===== src/rtl/accumulator_control_unit_pkg.sv =====
// Shared definitions for the accumulator CPU control path: opcodes, FSM states,
// mux-select encodings and the bundled control word.
package cpu_pkg;

  localparam logic [7:0] OP_NOP  = 8'h00;
  localparam logic [7:0] OP_LDAC = 8'h01;
  localparam logic [7:0] OP_STAC = 8'h02;
  localparam logic [7:0] OP_MVAC = 8'h03;
  localparam logic [7:0] OP_MOVR = 8'h04;
  localparam logic [7:0] OP_JUMP = 8'h05;
  localparam logic [7:0] OP_JMPZ = 8'h06;
  localparam logic [7:0] OP_JPNZ = 8'h07;
  localparam logic [7:0] OP_ADD  = 8'h08;
  localparam logic [7:0] OP_SUB  = 8'h09;
  localparam logic [7:0] OP_INAC = 8'h0A;
  localparam logic [7:0] OP_CLAC = 8'h0B;
  localparam logic [7:0] OP_AND  = 8'h0C;
  localparam logic [7:0] OP_OR   = 8'h0D;
  localparam logic [7:0] OP_XOR  = 8'h0E;
  localparam logic [7:0] OP_NOT  = 8'h0F;
  localparam logic [7:0] OP_HALT = 8'hFF;

  typedef enum logic [3:0] {
    FETCH  = 4'd0,
    DECODE = 4'd1,
    ADDR1  = 4'd2,
    ADDR2  = 4'd3,
    EXEC   = 4'd4,
    LOAD2  = 4'd5,
    HALT   = 4'd6
  } state_t;

  typedef enum logic [1:0] {
    JC_ALWAYS = 2'd0,
    JC_ZERO   = 2'd1,
    JC_NZERO  = 2'd2
  } jump_cond_t;

  localparam logic PCSEL_INC      = 1'b0;
  localparam logic PCSEL_ADDR     = 1'b1;
  localparam logic ADDRSEL_PC     = 1'b0;
  localparam logic ADDRSEL_OPND   = 1'b1;
  localparam logic ACSEL_ALU      = 1'b0;
  localparam logic ACSEL_DATA     = 1'b1;
  localparam logic ACSRC_R        = 1'b0;
  localparam logic ACSRC_DREG     = 1'b1;
  localparam logic ZSEL_ALU       = 1'b0;
  localparam logic ZSEL_ACW       = 1'b1;

  typedef struct packed {
    logic we_ac;
    logic we_r;
    logic we_mem;
    logic pc_en;
    logic ir_en;
    logic dr_en;
    logic msb_en;
    logic lsb_en;
    logic z_en;
    logic sel_pc;
    logic sel_zero;
    logic sel_addr;
    logic sel_alu_to_ac;
    logic sel_mem_or_r;
    logic instr_done;
    logic halted;
  } ctrl_t;

  function automatic logic jump_taken(input jump_cond_t cond, input logic ac_zero);
    logic taken;
    case (cond)
      JC_ALWAYS: taken = 1'b1;
      JC_ZERO:   taken = ac_zero;
      JC_NZERO:  taken = ~ac_zero;
      default:   taken = 1'b0;
    endcase
    return taken;
  endfunction

endpackage


===== src/rtl/accumulator_control_unit_if.sv =====
// Control/status bundle between the control unit (master) and the datapath (slave).
interface accumulator_control_unit_if #(parameter int STATE_W = 4);
  logic               run;
  logic [7:0]         instructionOut;
  logic               ACisZero;
  logic               writeEnableAC;
  logic               writeEnableR;
  logic               writeEnableMem;
  logic               PCEnable;
  logic               instructionRegisterEnable;
  logic               dataRegisterEnable;
  logic               MSBaddressEnable;
  logic               LSBaddressEnable;
  logic               zeroEnable;
  logic               muxSelectPC;
  logic               muxSelectZero;
  logic               muxSelectAddress;
  logic               muxSelectALUtoAC;
  logic               muxSelectMEM_or_R_toAC;
  logic               instrDone;
  logic               halted;
  logic [STATE_W-1:0] stateOut;

  modport master (
    input  run, instructionOut, ACisZero,
    output writeEnableAC, writeEnableR, writeEnableMem, PCEnable,
           instructionRegisterEnable, dataRegisterEnable, MSBaddressEnable,
           LSBaddressEnable, zeroEnable, muxSelectPC, muxSelectZero,
           muxSelectAddress, muxSelectALUtoAC, muxSelectMEM_or_R_toAC,
           instrDone, halted, stateOut
  );

  modport slave (
    output run, instructionOut, ACisZero,
    input  writeEnableAC, writeEnableR, writeEnableMem, PCEnable,
           instructionRegisterEnable, dataRegisterEnable, MSBaddressEnable,
           LSBaddressEnable, zeroEnable, muxSelectPC, muxSelectZero,
           muxSelectAddress, muxSelectALUtoAC, muxSelectMEM_or_R_toAC,
           instrDone, halted, stateOut
  );
endinterface


===== src/rtl/accumulator_control_unit_opcode_decode.sv =====
// Maps a latched opcode to instruction class flags; unknown opcodes fall out as NOP.
module opcode_decode
  import cpu_pkg::*;
#(
  parameter logic [7:0] HALT_OP = OP_HALT
) (
  input  logic [7:0] opcode_i,
  output logic       needs_addr_o,
  output logic       is_load_o,
  output logic       is_store_o,
  output logic       is_jump_o,
  output jump_cond_t jump_cond_o,
  output logic       is_alu_o,
  output logic       is_mvac_o,
  output logic       is_movr_o,
  output logic       is_halt_o
);

  // HALT_OP is checked first so it wins even if placed inside the defined range
  always_comb begin
    needs_addr_o = 1'b0;
    is_load_o    = 1'b0;
    is_store_o   = 1'b0;
    is_jump_o    = 1'b0;
    jump_cond_o  = JC_ALWAYS;
    is_alu_o     = 1'b0;
    is_mvac_o    = 1'b0;
    is_movr_o    = 1'b0;
    is_halt_o    = 1'b0;
    if (opcode_i == HALT_OP) begin
      is_halt_o = 1'b1;
    end else begin
      case (opcode_i)
        OP_LDAC: begin needs_addr_o = 1'b1; is_load_o  = 1'b1; end
        OP_STAC: begin needs_addr_o = 1'b1; is_store_o = 1'b1; end
        OP_MVAC: is_mvac_o = 1'b1;
        OP_MOVR: is_movr_o = 1'b1;
        OP_JUMP: begin needs_addr_o = 1'b1; is_jump_o = 1'b1; end
        OP_JMPZ: begin needs_addr_o = 1'b1; is_jump_o = 1'b1; jump_cond_o = JC_ZERO;  end
        OP_JPNZ: begin needs_addr_o = 1'b1; is_jump_o = 1'b1; jump_cond_o = JC_NZERO; end
        OP_ADD, OP_SUB, OP_INAC, OP_CLAC,
        OP_AND, OP_OR, OP_XOR, OP_NOT: is_alu_o = 1'b1;
        default: ;
      endcase
    end
  end

endmodule


===== src/rtl/accumulator_control_unit.sv =====
// Moore-style sequencer for the 8-bit accumulator datapath: FETCH, DECODE,
// operand-address fetch, EXEC and the second LDAC cycle, plus a sticky HALT.
module accumulator_control_unit
  import cpu_pkg::*;
#(
  parameter logic [7:0] HALT_OP = 8'hFF,
  parameter int         STATE_W = 4
) (
  input  logic                        clk,
  input  logic                        reset,
  accumulator_control_unit_if.master  bus
);

  state_t     state_q, state_d;
  ctrl_t      ctrl_s, ctrl_out_s;
  logic       needs_addr_s, is_load_s, is_store_s, is_jump_s;
  logic       is_alu_s, is_mvac_s, is_movr_s, is_halt_s;
  jump_cond_t jump_cond_s;

  opcode_decode #(.HALT_OP(HALT_OP)) u_decode (
    .opcode_i     (bus.instructionOut),
    .needs_addr_o (needs_addr_s),
    .is_load_o    (is_load_s),
    .is_store_o   (is_store_s),
    .is_jump_o    (is_jump_s),
    .jump_cond_o  (jump_cond_s),
    .is_alu_o     (is_alu_s),
    .is_mvac_o    (is_mvac_s),
    .is_movr_o    (is_movr_s),
    .is_halt_o    (is_halt_s)
  );

  // State register
  always_ff @(posedge clk or negedge reset) begin
    if (!reset) state_q <= FETCH;
    else        state_q <= state_d;
  end

  // Next-state and control-word decode
  always_comb begin
    ctrl_s  = '0;
    state_d = state_q;
    case (state_q)
      FETCH: begin
        if (bus.run) begin
          ctrl_s.ir_en = 1'b1;
          ctrl_s.pc_en = 1'b1;
          state_d      = DECODE;
        end else begin
          state_d = FETCH;
        end
      end
      DECODE: begin
        if (is_halt_s)         state_d = HALT;
        else if (needs_addr_s) state_d = ADDR1;
        else                   state_d = EXEC;
      end
      ADDR1: begin
        ctrl_s.msb_en = 1'b1;
        ctrl_s.pc_en  = 1'b1;
        state_d       = ADDR2;
      end
      ADDR2: begin
        ctrl_s.lsb_en = 1'b1;
        ctrl_s.pc_en  = 1'b1;
        state_d       = EXEC;
      end
      EXEC: begin
        ctrl_s.instr_done = 1'b1;
        state_d           = FETCH;
        if (is_load_s) begin
          // Data register captures memory now; AC is written in LOAD2
          ctrl_s.sel_addr   = ADDRSEL_OPND;
          ctrl_s.dr_en      = 1'b1;
          ctrl_s.instr_done = 1'b0;
          state_d           = LOAD2;
        end else if (is_store_s) begin
          ctrl_s.sel_addr = ADDRSEL_OPND;
          ctrl_s.we_mem   = 1'b1;
        end else if (is_jump_s) begin
          if (jump_taken(jump_cond_s, bus.ACisZero)) begin
            ctrl_s.sel_pc = PCSEL_ADDR;
            ctrl_s.pc_en  = 1'b1;
          end else begin
            ctrl_s.sel_pc = PCSEL_INC;
          end
        end else if (is_alu_s) begin
          ctrl_s.we_ac    = 1'b1;
          ctrl_s.z_en     = 1'b1;
          ctrl_s.sel_zero = ZSEL_ALU;
        end else if (is_mvac_s) begin
          ctrl_s.we_r = 1'b1;
        end else if (is_movr_s) begin
          ctrl_s.sel_alu_to_ac = ACSEL_DATA;
          ctrl_s.sel_mem_or_r  = ACSRC_R;
          ctrl_s.we_ac         = 1'b1;
        end else begin
          ctrl_s.we_ac = 1'b0;
        end
      end
      LOAD2: begin
        ctrl_s.sel_alu_to_ac = ACSEL_DATA;
        ctrl_s.sel_mem_or_r  = ACSRC_DREG;
        ctrl_s.we_ac         = 1'b1;
        ctrl_s.instr_done    = 1'b1;
        state_d              = FETCH;
      end
      HALT: begin
        ctrl_s.halted = 1'b1;
        state_d       = HALT;
      end
      default: state_d = FETCH;
    endcase
  end

  // Force every output low while reset is held, independent of run
  always_comb begin
    if (!reset) ctrl_out_s = '0;
    else        ctrl_out_s = ctrl_s;
  end

  assign bus.writeEnableAC             = ctrl_out_s.we_ac;
  assign bus.writeEnableR              = ctrl_out_s.we_r;
  assign bus.writeEnableMem            = ctrl_out_s.we_mem;
  assign bus.PCEnable                  = ctrl_out_s.pc_en;
  assign bus.instructionRegisterEnable = ctrl_out_s.ir_en;
  assign bus.dataRegisterEnable        = ctrl_out_s.dr_en;
  assign bus.MSBaddressEnable          = ctrl_out_s.msb_en;
  assign bus.LSBaddressEnable          = ctrl_out_s.lsb_en;
  assign bus.zeroEnable                = ctrl_out_s.z_en;
  assign bus.muxSelectPC               = ctrl_out_s.sel_pc;
  assign bus.muxSelectZero             = ctrl_out_s.sel_zero;
  assign bus.muxSelectAddress          = ctrl_out_s.sel_addr;
  assign bus.muxSelectALUtoAC          = ctrl_out_s.sel_alu_to_ac;
  assign bus.muxSelectMEM_or_R_toAC    = ctrl_out_s.sel_mem_or_r;
  assign bus.instrDone                 = ctrl_out_s.instr_done;
  assign bus.halted                    = ctrl_out_s.halted;
  assign bus.stateOut                  = STATE_W'(state_q);

endmodule


===== src/flat_wrapper.sv =====
// flat-port wrapper written by rule: the top's interface ports become plain ports
module accumulator_control_unit_flat import cpu_pkg::*;
#(
  parameter logic [7:0] HALT_OP = 8'hFF,
  parameter int         STATE_W = 4
)
  (clk, reset, bus_run, bus_instructionOut, bus_ACisZero, bus_writeEnableAC, bus_writeEnableR, bus_writeEnableMem, bus_PCEnable, bus_instructionRegisterEnable, bus_dataRegisterEnable, bus_MSBaddressEnable, bus_LSBaddressEnable, bus_zeroEnable, bus_muxSelectPC, bus_muxSelectZero, bus_muxSelectAddress, bus_muxSelectALUtoAC, bus_muxSelectMEM_or_R_toAC, bus_instrDone, bus_halted, bus_stateOut);
  accumulator_control_unit_if #(.STATE_W(STATE_W)) bus_i ();
  input  logic clk;
  input  logic reset;
  input wire logic [$bits(bus_i.run)-1:0] bus_run;
  input wire logic [$bits(bus_i.instructionOut)-1:0] bus_instructionOut;
  input wire logic [$bits(bus_i.ACisZero)-1:0] bus_ACisZero;
  output wire logic [$bits(bus_i.writeEnableAC)-1:0] bus_writeEnableAC;
  output wire logic [$bits(bus_i.writeEnableR)-1:0] bus_writeEnableR;
  output wire logic [$bits(bus_i.writeEnableMem)-1:0] bus_writeEnableMem;
  output wire logic [$bits(bus_i.PCEnable)-1:0] bus_PCEnable;
  output wire logic [$bits(bus_i.instructionRegisterEnable)-1:0] bus_instructionRegisterEnable;
  output wire logic [$bits(bus_i.dataRegisterEnable)-1:0] bus_dataRegisterEnable;
  output wire logic [$bits(bus_i.MSBaddressEnable)-1:0] bus_MSBaddressEnable;
  output wire logic [$bits(bus_i.LSBaddressEnable)-1:0] bus_LSBaddressEnable;
  output wire logic [$bits(bus_i.zeroEnable)-1:0] bus_zeroEnable;
  output wire logic [$bits(bus_i.muxSelectPC)-1:0] bus_muxSelectPC;
  output wire logic [$bits(bus_i.muxSelectZero)-1:0] bus_muxSelectZero;
  output wire logic [$bits(bus_i.muxSelectAddress)-1:0] bus_muxSelectAddress;
  output wire logic [$bits(bus_i.muxSelectALUtoAC)-1:0] bus_muxSelectALUtoAC;
  output wire logic [$bits(bus_i.muxSelectMEM_or_R_toAC)-1:0] bus_muxSelectMEM_or_R_toAC;
  output wire logic [$bits(bus_i.instrDone)-1:0] bus_instrDone;
  output wire logic [$bits(bus_i.halted)-1:0] bus_halted;
  output wire logic [$bits(bus_i.stateOut)-1:0] bus_stateOut;
  assign bus_i.run = bus_run;
  assign bus_i.instructionOut = bus_instructionOut;
  assign bus_i.ACisZero = bus_ACisZero;
  assign bus_writeEnableAC = bus_i.writeEnableAC;
  assign bus_writeEnableR = bus_i.writeEnableR;
  assign bus_writeEnableMem = bus_i.writeEnableMem;
  assign bus_PCEnable = bus_i.PCEnable;
  assign bus_instructionRegisterEnable = bus_i.instructionRegisterEnable;
  assign bus_dataRegisterEnable = bus_i.dataRegisterEnable;
  assign bus_MSBaddressEnable = bus_i.MSBaddressEnable;
  assign bus_LSBaddressEnable = bus_i.LSBaddressEnable;
  assign bus_zeroEnable = bus_i.zeroEnable;
  assign bus_muxSelectPC = bus_i.muxSelectPC;
  assign bus_muxSelectZero = bus_i.muxSelectZero;
  assign bus_muxSelectAddress = bus_i.muxSelectAddress;
  assign bus_muxSelectALUtoAC = bus_i.muxSelectALUtoAC;
  assign bus_muxSelectMEM_or_R_toAC = bus_i.muxSelectMEM_or_R_toAC;
  assign bus_instrDone = bus_i.instrDone;
  assign bus_halted = bus_i.halted;
  assign bus_stateOut = bus_i.stateOut;
  accumulator_control_unit #(.HALT_OP(HALT_OP), .STATE_W(STATE_W)) u_core (.clk(clk), .reset(reset), .bus(bus_i));
endmodule

===== config.mk =====
export PLATFORM = sky130hd
export DESIGN_NAME = accumulator_control_unit_flat
export DESIGN_NICKNAME = d
export VERILOG_FILES = /design/src/rtl/accumulator_control_unit_pkg.sv /design/src/rtl/accumulator_control_unit_if.sv /design/src/rtl/accumulator_control_unit_opcode_decode.sv /design/src/rtl/accumulator_control_unit.sv /design/src/flat_wrapper.sv
export SDC_FILE = /design/constraint.sdc
export NUM_CORES = 1
export LEC_CHECK = 0
export CAP_MARGIN = 20
export CORE_MARGIN = 8
export CORE_UTILIZATION = 33
export DETAILED_ROUTE_END_ITERATION = 6
export HOLD_SLACK_MARGIN = 0.1
export PLACE_DENSITY = 0.84
export SLEW_MARGIN = 25
export SYNTH_ARGS = -nofsm -noshare
export SYNTH_HDL_FRONTEND = slang
export SYNTH_SLANG_ARGS = --single-unit

===== constraint.sdc =====
create_clock -name clk -period 1.6 [get_ports clk]
set_clock_uncertainty 0.05 [all_clocks]
set_input_delay 0.16 -clock clk [delete_from_list [all_inputs] [get_ports clk]]
set_output_delay 0.16 -clock clk [all_outputs]
set_load 0.02 [all_outputs]

==> flow_summary.rst <==
.. list-table::
   :header-rows: 1

   * - Metric
     - Value
   * - Weighted congestion at the end of routability-driven global placement
     - 0.8484
   * - Global-route congestion overflow total
     - 0
   * - Crit path largest cell delay
     - 0.39 ns
   * - Clock tree from TritonCTS
     - done
   * - Chip width
     - 53.15 microns
   * - Worst Setup Path Type
     - reg2out
   * - CTS clock-pin slew for the worst setup and hold paths
     - 0.04 ns
   * - Number of buffers added on ports
     - 29
   * - Max IR drop VDD
     - 0.5562 mV
   * - Post-detailed-placement cell area
     - 898.4 sq um
   * - Sequential cell area fraction in the yosys report
     - between 10% and 20%
   * - Final setup margin
     - -0.1963 ns
   * - Number of slew-limit violations in the final report
     - 0
   * - # clock sinks
     - 3
   * - Number of synthesized flops with an enable pin
     - 0
   * - Final Cycle Share
     - 112.3%
   * - Clock insertion delay at the later pin of the skew report
     - 0.25 ns
   * - Number of H-tree levels
     - 1
   * - Area of the die
     - 2825 sq um
   * - Setup repair after global routing missed its margin
     - yes
   * - Count of antenna diodes in the layout
     - 0
   * - Synth Cell Area
     - 455.4 sq um
   * - Initial antenna violation count
     - 0
   * - Detail Placement HPWL
     - 1425 microns
   * - Core outline area
     - 1301 sq um
   * - Outcome
     - finished, violations left
   * - Count of distinct cell types in the synthesized netlist
     - 34
   * - Post-layout util
     - ~77%
   * - Number of top-level pins
     - 32
   * - DRC Markers
     - 0
   * - Worst endpoint data arrival time
     - 1.59 ns
   * - Worst R2R Path Depth
     - 4
   * - Failing checks
     - negative setup slack
   * - Biggest fanout along the worst timing path
     - 3
   * - Final sum of negative setup slack
     - -0.8870 ns
   * - Startpoint type of the worst setup path
     - flop
   * - Slowest cell on the critical path
     - dfrtp_2
   * - Root buf cell
     - clkbuf_4
   * - Fill count
     - 89
   * - Chain of cells forming the critical path
     - and4bb_2, nand3b_1, buf_6, nor3_2, buf_4
   * - Biggest area contributors in the synthesized netlist
     - dfrtp_1 16%, nor2_1 5.8%, nor4_4 4.7%
   * - Number of warnings reported in the yosys synthesis log
     - 0
   * - Final instance area
     - about 1000 sq um
   * - DRT Pass-1 Iters
     - 4
   * - Final critical-path required period
     - between 1.5 and 2 ns
   * - Leak Pwr
     - slightly below 0.5 nW
   * - Initial DRC Count
     - 10
   * - Total power divided by cell area
     - 986.6 nW/um^2
   * - Critical Path RT
     - 1.39 ns
   * - Share of flip-flops with an asynchronous set or reset
     - between 90% and 100%
   * - Number of vias in the routed layout
     - 662
   * - Dominant register cell in the synthesized netlist
     - dfrtp_1
   * - Final Hold Violating Endpoints
     - 0
   * - Share of the synthesized area in the top cell type
     - 16.48%
   * - Initial cell density of the core
     - 35.00%
   * - FMAX
     - roughly 560 MHz
   * - Most common cell in the synthesized netlist
     - nor2_1
   * - Synthesis-to-layout area growth
     - 119.8%
   * - Avg WL per Cell
     - ~16 microns
   * - Std cell rows
     - 13
   * - Number of synthesized register bits
     - 3
   * - Setup crit end kind
     - primary output
   * - Setup-violating endpoint count in the final report
     - 10
   * - Worst-case clock buffer depth
     - 2
   * - Hold bufs inserted after CTS
     - 0
   * - Number of instances in the synthesized netlist
     - 63
   * - Top cells by count, synth
     - 7 x nor2_1, 5 x nand2_1, 4 x a21oi_1, 4 x o21ai_0
   * - Fraction of layout instances using a drive strength above 1
     - 53.51%
   * - Vias per cell
     - 5.132
   * - Wire length of the first global-routing pass
     - 3042 microns
   * - Post-synth top area cell
     - dfrtp_1
   * - Flip-flop count of the largest register after layout
     - 3
   * - Pre-CTS setup slack
     - -0.6967 ns
   * - Largest net degree at the start of global routing
     - 13
   * - Nets@finish
     - 127
   * - Number of clock buffers inserted by TritonCTS
     - 3
   * - All-layer global routing usage
     - 13.87%
   * - Type of the most critical hold path
     - in2async
   * - Max capacitance violation total
     - 0
   * - Overall power
     - 0.0009876 W
   * - Wirelength, routed
     - 2010 microns
   * - ANT nets after route
     - 0
   * - Die Y-Extent
     - roughly 53 microns
   * - Via count of the first global-routing pass
     - about 680
   * - Post-synthesis average cell area
     - 7.229 sq um
==> per-layer routing <==
layer  routed length (microns)  GRT usage (%)  up-vias
li1                          -              -      323
met1                       761          14.53      314
met2                      1099          26.76       21
met3                       117          2.801        4
met4                        32          3.782        0
met5                         0              0        -
==> per-stage QoR <==
| stage | hold slack [ns] | cells |
|---|---|---|
| floorplan | -0.1856 | 64 |
| global placement | 0.4097 | 119 |
| detailed placement | 0.4199 | 119 |
| CTS | 0.1745 | 129 |
| global route | 0.1717 | 129 |
| finish | 0.1674 | 129 |
==> layout by cell type (no fill, tap or decap), types with 2 or more instances in the layout <==
cell type        instances
clkbuf_4                 3
nand4_1                  2
conb_1                   2
o21ai_0                  2
nor3_2                   2
nor2_1                   6
clkdlybuf4s50_1          5
a21oi_1                  3
nand2b_1                 2
inv_1                    3
nand2_1                  5
dlygate4sd2_1            9
buf_2                    3
buf_6                    6
buf_4                   28
and3_1                   2
dfrtp_2                  2
==> kinds of logic after synthesis <==
logic type,share of synthesized area [%]
AND/OR/NAND/NOR,50.27
AO/OA/AOI/OAI,18.96
buffers and inverters,9.613
flip-flops,16.48
XOR/XNOR,3.847
other,0.8234
==> cell type report <==
cell class              instances  area [sq um]  area share (%)
clock buffers                   4         26.28           2.625
inverters                       3         11.26           1.125
multi-input cells              52         432.9           43.25
flip-flops and latches          3         77.57           7.750
well taps                      15         18.77           1.875
repair buffers                 52         434.2           43.37
==> where the power goes <==
group / leakage (nW) / internal, W / switching (W)
logic: 0.436 / 0.000330 / 0.000384
registers: 0.0355 / 0.000113 / 0.0000184
clock network: 0.0150 / 0.0000940 / 0.0000478
==> final timing paths <==
check | endpoint | startpoint | slack, ns
max in group asynchronous | u_core.bus.stateOut[2] | reset | 1.20
max | bus_muxSelectPC | u_core.bus.stateOut[1] | -0.20
max reg2reg | u_core.bus.stateOut[2] | u_core.bus.stateOut[0] | 0.47
min in group clk | u_core.bus.stateOut[0] | bus_instructionOut[4] | 0.49
min | u_core.bus.stateOut[1] | reset | 0.17
min reg2reg | u_core.bus.stateOut[0] | u_core.bus.stateOut[0] | 0.58
==> worst max-delay path, delay by kind of cell (launching register included) <==
kind          cells  cell delay, ns
buf+inv           2            0.34
simple gates      3            0.61
flops             1            0.39
==> repair_timing <==
action	CTS	global route
endpoints found under the hold margin	0	0
endpoints found under the setup margin	16	16
resized for setup	87	10
setup buffers	6	1
pin swaps	8	2
Power figures use the tool's default switching activity.
